$ cat config.mk
export PLATFORM = sky130hd
export DESIGN_NAME = dma_req_arbiter
export DESIGN_NICKNAME = d
export VERILOG_FILES = /design/src/rtl/dma_req_arb_pkg.sv /design/src/rtl/dma_req_arbiter_rr_pick.sv /design/src/rtl/dma_req_arbiter.sv
export SDC_FILE = /design/constraint.sdc
export NUM_CORES = 1
export LEC_CHECK = 0
export CORE_ASPECT_RATIO = 0.75
export CORE_MARGIN = 1
export CORE_UTILIZATION = 26
export DETAILED_ROUTE_END_ITERATION = 6
export SLEW_MARGIN = 20
export SYNTH_ARGS = -nofsm -noshare
export SYNTH_HDL_FRONTEND = slang
export SYNTH_SLANG_ARGS = --single-unit
$ cat constraint.sdc
create_clock -name clk_clk -period 4.4 [get_ports clk_clk]
set_input_delay 0.44 -clock clk_clk [delete_from_list [all_inputs] [get_ports clk_clk]]
set_output_delay 0.44 -clock clk_clk [all_outputs]
set_load 0.01 [all_outputs]
$ cat src/rtl/dma_req_arb_pkg.sv
// Shared types and default constants for the DMA request arbiter.
// The optional ack timeout is enabled with DMA_REQ_ARB_TIMEOUT_EN.
package dma_req_arb_pkg;

  typedef enum logic [1:0] {
    IDLE    = 2'd0,
    REQ     = 2'd1,
    RELEASE = 2'd2
  } arb_state_e;

  typedef enum logic {
    REQ_SINGLE = 1'b0,
    REQ_BURST  = 1'b1
  } req_type_e;

  localparam int unsigned DEF_NUM_REQ     = 4;
  localparam int unsigned DEF_ACK_TIMEOUT = 4096;

endpackage

$ cat src/rtl/dma_req_arbiter_rr_pick.sv
// Combinational round-robin selector: first active index at or above ptr_i,
// wrapping around; valid_o is low when nothing is active.
module rr_pick #(
  parameter int unsigned N    = 4,
  parameter int unsigned ID_W = $clog2(N)
) (
  input  logic [N-1:0]    active_i,
  input  logic [ID_W-1:0] ptr_i,
  output logic [ID_W-1:0] idx_o,
  output logic            valid_o
);

  int j;

  // Walk from the farthest candidate back to ptr_i so the last hit is the nearest.
  always_comb begin
    idx_o   = '0;
    valid_o = 1'b0;
    j       = 0;
    for (int k = int'(N) - 1; k >= 0; k--) begin
      j = int'(ptr_i) + k;
      if (j >= int'(N)) j = j - int'(N);
      if (active_i[j]) begin
        idx_o   = j[ID_W-1:0];
        valid_o = 1'b1;
      end
    end
  end

endmodule

$ cat src/rtl/dma_req_arbiter.sv
// Round-robin sharing of one HPS DMA peripheral request channel between NUM_REQ
// requesters. Optional ack timeout abort: define DMA_REQ_ARB_TIMEOUT_EN.
module dma_req_arbiter
  import dma_req_arb_pkg::*;
#(
  parameter int unsigned NUM_REQ     = DEF_NUM_REQ,
  parameter int unsigned ACK_TIMEOUT = DEF_ACK_TIMEOUT,
  parameter int unsigned ID_W        = $clog2(NUM_REQ)
) (
  input  logic               clk_clk,
  input  logic               reset_reset,
  input  logic [NUM_REQ-1:0] req_single,
  input  logic [NUM_REQ-1:0] req_burst,
  output logic [NUM_REQ-1:0] req_ack,
  output logic               dma_req,
  output logic               dma_single,
  input  logic               dma_ack,
  output logic [ID_W-1:0]    grant_id,
  output logic               busy,
  output logic               timeout_err,
  input  logic               err_clr,
  output logic [1:0]         dbg_state
);

  arb_state_e         state_q;
  logic [ID_W-1:0]    rr_ptr_q;
  logic [ID_W-1:0]    grant_id_q;
  logic               dma_req_q;
  logic               dma_single_q;
  logic               busy_q;
  logic [NUM_REQ-1:0] req_ack_q;

  logic [NUM_REQ-1:0] active;
  logic [ID_W-1:0]    pick_idx;
  logic               pick_valid;
  req_type_e          pick_type;
  logic [ID_W-1:0]    next_ptr;
  logic               expired;

  assign active    = req_single | req_burst;
  assign pick_type = req_burst[pick_idx] ? REQ_BURST : REQ_SINGLE;
  assign next_ptr  = (grant_id_q == ID_W'(NUM_REQ - 1)) ? '0 : grant_id_q + ID_W'(1);

  rr_pick #(
    .N    (NUM_REQ),
    .ID_W (ID_W)
  ) u_rr_pick (
    .active_i (active),
    .ptr_i    (rr_ptr_q),
    .idx_o    (pick_idx),
    .valid_o  (pick_valid)
  );

`ifdef DMA_REQ_ARB_TIMEOUT_EN
  localparam int unsigned CNT_W = (ACK_TIMEOUT > 1) ? $clog2(ACK_TIMEOUT) : 1;

  logic [CNT_W-1:0] cnt_q;
  logic [CNT_W-1:0] cnt_d;
  logic             timeout_err_q;

  assign expired = (state_q == REQ) && (cnt_q == CNT_W'(ACK_TIMEOUT - 1));
  assign cnt_d   = (state_q == REQ && !dma_ack && !expired) ? cnt_q + CNT_W'(1) : '0;

  // A timeout raised in the same cycle as err_clr stays set.
  always_ff @(posedge clk_clk or posedge reset_reset) begin
    if (reset_reset) begin
      cnt_q         <= '0;
      timeout_err_q <= 1'b0;
    end else begin
      cnt_q <= cnt_d;
      if (expired && !dma_ack) timeout_err_q <= 1'b1;
      else if (err_clr)        timeout_err_q <= 1'b0;
    end
  end

  assign timeout_err = timeout_err_q;
`else
  localparam int unsigned UNUSED_ACK_TIMEOUT = ACK_TIMEOUT;
  logic unused_err_clr;

  assign unused_err_clr = err_clr;
  assign expired        = 1'b0;
  assign timeout_err    = 1'b0;
`endif

  // Handshake: a committed request holds until dma_ack (or timeout); the channel
  // then rests in RELEASE until dma_ack falls before another grant can be made.
  always_ff @(posedge clk_clk or posedge reset_reset) begin
    if (reset_reset) begin
      state_q      <= IDLE;
      rr_ptr_q     <= '0;
      grant_id_q   <= '0;
      dma_req_q    <= 1'b0;
      dma_single_q <= 1'b0;
      busy_q       <= 1'b0;
      req_ack_q    <= '0;
    end else begin
      req_ack_q <= '0;
      case (state_q)
        IDLE: begin
          if (pick_valid) begin
            grant_id_q   <= pick_idx;
            dma_req_q    <= (pick_type == REQ_BURST);
            dma_single_q <= (pick_type == REQ_SINGLE);
            busy_q       <= 1'b1;
            state_q      <= REQ;
          end
        end
        REQ: begin
          if (dma_ack) begin
            dma_req_q             <= 1'b0;
            dma_single_q          <= 1'b0;
            req_ack_q[grant_id_q] <= 1'b1;
            rr_ptr_q              <= next_ptr;
            state_q               <= RELEASE;
          end else if (expired) begin
            dma_req_q    <= 1'b0;
            dma_single_q <= 1'b0;
            rr_ptr_q     <= next_ptr;
            state_q      <= RELEASE;
          end
        end
        RELEASE: begin
          if (!dma_ack) begin
            busy_q  <= 1'b0;
            state_q <= IDLE;
          end
        end
        default: begin
          dma_req_q    <= 1'b0;
          dma_single_q <= 1'b0;
          busy_q       <= 1'b0;
          state_q      <= IDLE;
        end
      endcase
    end
  end

  assign req_ack    = req_ack_q;
  assign dma_req    = dma_req_q;
  assign dma_single = dma_single_q;
  assign grant_id   = grant_id_q;
  assign busy       = busy_q;
  assign dbg_state  = state_q;

endmodule
==> out/metrics.cfg, run 1 <==
[global_route]
grt_antenna_before_repair = 0
grt_max_degree = 14
overflow = 0
grt_use_met1 = 0.115
use_met2 = 0.196
grt_pass1_vias = 523
busiest_layer = met2
grt_pass1_wl_um = 2330
use_met3 = 0.0510
grtUsageTotal = 0.107

[layout]
fillers = 264
area_delta_synth_final_pct = 37.2
nets = 113
n_antenna_cell = 0
drive_above_1_share = 0.0625

[floorplanning]
initial_core_util = 0.291
die-width_um = 62.3
die_h_um = 47.2
fp.dieArea_sq_um = 2940
rows = 15
boundaryPins = 24
core_sq_um = 2440

[yosys]
ys_ff_latch = 13
synth_fa_ha_area_frac = 0.0705
synthFlopType = dfrtp_1
syn_nets = 90
synth.distinct_cells = 28
synth_top_area_cell = dfrtp_1
seq_area_frac_synth = 0.459
synth_edf_count = 0
synth_top_family_by_area = simple AND/OR/NAND/NOR gates
yosys_warnings = 0
synth_mux_area_frac = 0.0476
synth_simple_gate_area_frac = 0.196
synth-compound-area-share = 0.162
synthCells = 74
async_reset_ff_frac = 1.00
synth.most_common_cell = dfrtp_1
synth.top_cell.area_share = 0.459
syn-cell-area_sq_um = 709
synth_xor_area_frac = 0.0123
synth_area_leaders = dfrtp_1, ha_1, and2_1
synthTopCellsByCount = dfrtp_1, and2_1, nor2_1
avgSynthCellArea_sq_um = 9.59

[timing]
finalCriticalPeriod_ns = 2.06
hold_viol = 0
fin_skew_ns = 0.00373
min_period_over_period = 0.469
clock.fmax_mhz = 485
grt_setup_unrepaired = no
setup_viol_count_final = 0
finalSetupTns_ns = 0
slew_viol_final = 0
fin_ws_ns = 2.34
fin_worst_hold_slack_ns = 0.495

[worst_setup_path]
start_kind = input pin
endpoint_kind = flop
crit_arrival_ns = 2.22
cp_data_required_time_ns = 4.56
max_stage_delay_ns = 0.54
critical_path.slowest_cell = clkdlybuf4s50_1
cp_cell_sequence = clkdlybuf4s50_1 -> nor3_1 -> a211oi_1 -> or3_1 -> a221oi_1 -> a31o_1 -> mux2_2
worstPathMaxFanout = 4
worstRegToRegCells = 6
critical_path_class = in -> reg

[pwr]
p_per_area_nw_per_um2 = 559
clockPowerShare = 0.130
p_comb_frac = 0.475
switchingPower_w = 0.000199
seq_power_share = 0.396
p_total_w = 0.000545
ir_drop_mv = 0.150
p_sw_frac = 0.365
p_leak_nw = 0.424
power.internal_w = 0.000346

[place]
place_ws_ns = 2.10
place_congestion = 0.859
hpwl_um = 1090
io_buffer_count = 21

[clocking]
cts_tree = done
clkTransAtPathRegs_ns = 0.07
cts.path.max_buffers = 2
htreeDepth = 1
clock_sinks = 13
clock_latency_ns = 0.27
root_buffer = clkbuf_4
cts_buffers = 3
post_cts_buffers = 0
cts_hold_buf = 0
cts_resized = 0

[route]
wire_per_inst_um = 10.9
drc_errors = 0
detail-route-antenna-nets = 0
drt_wl_total_um = 1410
drtPass1Iterations = 4
viasPerCell = 4.55
drt_iter0_drc = 22
num_vias = 591

[job]
max_cap_violations = 0

[min_path]
hp-class = in -> async

[status]
status = complete, no violations

-- per-layer routing --
| layer | vias to the layer above | routed length, um |
|---|---|---|
| met3 | 0 | 111 |
| li1 | 300 | - |
| met5 | - | 0 |
| met4 | 0 | 0 |
| met2 | 24 | 602 |
| met1 | 267 | 698 |
-- worst max-delay path, delay by kind of cell --
family / cells / cell delay [ns]
AO/OA/AOI/OAI: 3 / 0.70
buffers and inverters: 1 / 0.54
AND/OR/NAND/NOR: 2 / 0.29
multiplexers: 1 / 0.25
-- power groups by stage --
stage	Combinational (W)	Clock (W)	Sequential [W]
global placement	0.000253	0	0.000217
global route	0.000286	0.0000808	0.000225
floorplan	0.000140	0	0.000226
CTS	0.000261	0.0000739	0.000217
detailed placement	0.000260	0	0.000219
finish	0.000258	0.0000705	0.000216
-- registers in the layout, indices dropped and copies added, names as in the netlist --
| name | cells |
|---|---|
| busy | 1 |
| rr_ptr_q | 2 |
| dbg_state | 2 |
| dma_req | 1 |
| dma_single | 1 |
| req_ack | 4 |
| grant_id | 2 |
-- cell type report --
cell class | count | area [sq um] | share of cell area
inverter | 5 | 18.8 | 0.0193
tap | 34 | 42.5 | 0.0437
multi-input combinational | 53 | 350 | 0.360
sequential | 13 | 325 | 0.334
clock buffer | 4 | 26.3 | 0.0270
timing repair buffer | 21 | 210 | 0.216
-- cell families (layout without fill, tap and decap cells) --
kind of cell / after synthesis / after routing
XOR/XNOR: 1 / 1
AND/OR/NAND/NOR: 26 / 26
flip-flops: 13 / 13
other: 1 / 1
adder cells (fa/ha/maj): 4 / 4
buffers and inverters: 8 / 30
multiplexers: 3 / 3
AO/OA/AOI/OAI: 18 / 18
-- stage by stage --
step | cell area [sq um] | instances | util
finish | 973 | 130 | 0.399
detailed placement | 947 | 126 | 0.388
global route | 973 | 130 | 0.399
floorplan | 709 | 74 | -
global placement | 947 | 126 | 0.388
CTS | 973 | 130 | 0.399
-- worst paths after layout --
path,startpoint,end,slack [ns]
worst max-delay path,req_burst[0],dma_single,2.34
worst min-delay path,reset_reset,rr_ptr_q[0],0.50
worst max register to register,rr_ptr_q[1],dma_req,2.60
worst min register to register,dma_req,dma_req,0.51
max in group asynchronous,reset_reset,dbg_state[1],3.57
min in group clk_clk,dma_req,dma_req,0.51
-- cell usage in the layout (no fill, tap or decap), types with 3 or more instances in the layout --
| cell type | n |
|---|---|
| a211oi_1 | 3 |
| a21oi_1 | 3 |
| and2_1 | 6 |
| clkbuf_4 | 3 |
| clkdlybuf4s50_1 | 21 |
| dfrtp_1 | 13 |
| ha_1 | 4 |
| inv_1 | 5 |
| mux2_2 | 3 |
| nand2_1 | 3 |
| nor2_1 | 6 |
| o21ai_0 | 5 |
(Power assumes the default switching activity.)
==> inputs of run 2 (changes only) <==
clock period = 1.7 ns   (was 4.4 ns; I/O delays follow)
==> out/metrics.cfg, run 2 (synthesis results as in run 1) <==
[global_route]
grt_antenna_before_repair = 0
grt_pass1_wl_um = 2680
grtUsageTotal = 0.124
overflow = 0
grt_pass1_vias = 597
grt_max_degree = 14

[clocking]
root_buffer = clkbuf_4
clock_sinks = 13
htreeDepth = 1
cts_tree = done
cts_buffers = 3
post_cts_buffers = 0
clkTransAtPathRegs_ns = 0.08
clock_latency_ns = 0.27
cts.path.max_buffers = 2
cts_hold_buf = 0

[worst_setup_path]
cp-startpoint = req_single[1]
reg2reg_from = rr_ptr_q[1]
crit_arrival_ns = 1.83
worstRegToRegCells = 6
start_kind = input pin
worstSetupEndpoint = dma_single
r2r_end = dma_req
worstPathMaxFanout = 3
endpoint_kind = flop
r2r_slack_ns = 0.03
cp_data_required_time_ns = 1.86
critical_path_class = in -> reg

[timing]
finalSetupTns_ns = 0
finalCriticalPeriod_ns = 1.67
clock.fmax_mhz = 599
fin_skew_ns = 0.00143
min_period_over_period = 0.982
setup_viol_count_final = 0
hold_viol = 0
slew_viol_final = 0

[route]
drt_wl_total_um = 1600
viasPerCell = 4.49
drc_errors = 0
num_vias = 647
drt_iter0_drc = 19
detail-route-antenna-nets = 0
wire_per_inst_um = 11.1
drtPass1Iterations = 3

[floorplanning]
core_sq_um = 2440
die-width_um = 62.3
fp.dieArea_sq_um = 2940
boundaryPins = 24
die_h_um = 47.2
initial_core_util = 0.291
rows = 15

[layout]
multiInputGateArea_sq_um = 367
area_delta_synth_final_pct = 54.8
final_cells = 144
final_common_cell = clkdlybuf4s50_1
regArea_sq_um = 327
final_cell_mix = clkdlybuf4s50_1, buf_4, dfrtp_1, nor2_1, and2_1
utilization = 0.450
n_antenna_cell = 0
fin_area_sq_um = 1100
fillers = 243
largest_reg_flops = 4
nets = 127
drive_above_1_share = 0.218

[pwr]
ir_drop_mv = 0.431
p_per_area_nw_per_um2 = 1440
p_leak_nw = 0.504

[place]
numPlacedInstances = 140
hpwl_um = 1220
io_buffer_count = 21
place_congestion = 0.779
dpl_cell_area_sq_um = 1050

[min_path]
hp-class = in -> async

[status]
status = complete, no violations

[job]
max_cap_violations = 0

[run 2: cell count changes in the layout (fill, tap and decap cells not counted), sizes merged]
| cell | change |
|---|---|
| clkdlybuf4s50 | -1 |
| dlymetal6s2s | +1 |
| buf | +14 |
[run 2: what timing repair did]
item,4_1_cts,5_1_grt
endpoints found under the setup margin,0,3
resized for setup,0,5
endpoints found under the hold margin,0,0
[run 2: cell type report]
| type | count | area share |
|---|---|---|
| clock buffer | 4 | 0.0239 |
| multi-input combinational | 53 | 0.334 |
| sequential | 13 | 0.297 |
| tap | 34 | 0.0387 |
| timing repair buffer | 35 | 0.289 |
| inverter | 5 | 0.0171 |
[run 2: stage by stage]
step,power [W],hold WS (ns),setup slack [ns]
after floorplan,0.000946,0.0470,0.102
after global placement,0.00136,0.487,-0.241
after detailed placement,0.00137,0.508,-0.277
after CTS,0.00157,0.226,0.0171
after global routing,0.00173,0.256,-0.0585
final,0.00158,0.209,0.0298
[run 2: critical path, stage by stage]
cell,delay (ns)
clkdlybuf4s50_1,0.42
or2_1,0.26
nor3_1,0.25
or3_1,0.21
a221oi_2,0.08
a31o_1,0.20
mux2_2,0.25
[run 2: worst min-delay path by stage]
stage,start,to,cells past startpoint
final,reset_reset,grant_id[1],2
after CTS,reset_reset,dbg_state[0],2
after global routing,reset_reset,grant_id[1],2
after detailed placement,dma_req,dma_req,2
after floorplan,reset_reset,busy,1
after global placement,dma_req,dma_req,2
[run 2: routing by layer]
layer  routed length (um)  up-vias  track usage
met4                   12        0       0.0558
met2                  718       22        0.209
met5                    0        -            0
met3                   95        2       0.0437
li1                     -      330            -
met1                  776      293        0.150
[run 2: where the power goes]
group / switching, W / internal (W) / leakage [nW]
combinational: 0.000369 / 0.000496 / 0.326
clock: 0.0000997 / 0.0000909 / 0.0150
sequential: 0.0000939 / 0.000431 / 0.163
total: 0.000563 / 0.00102 / 0.504
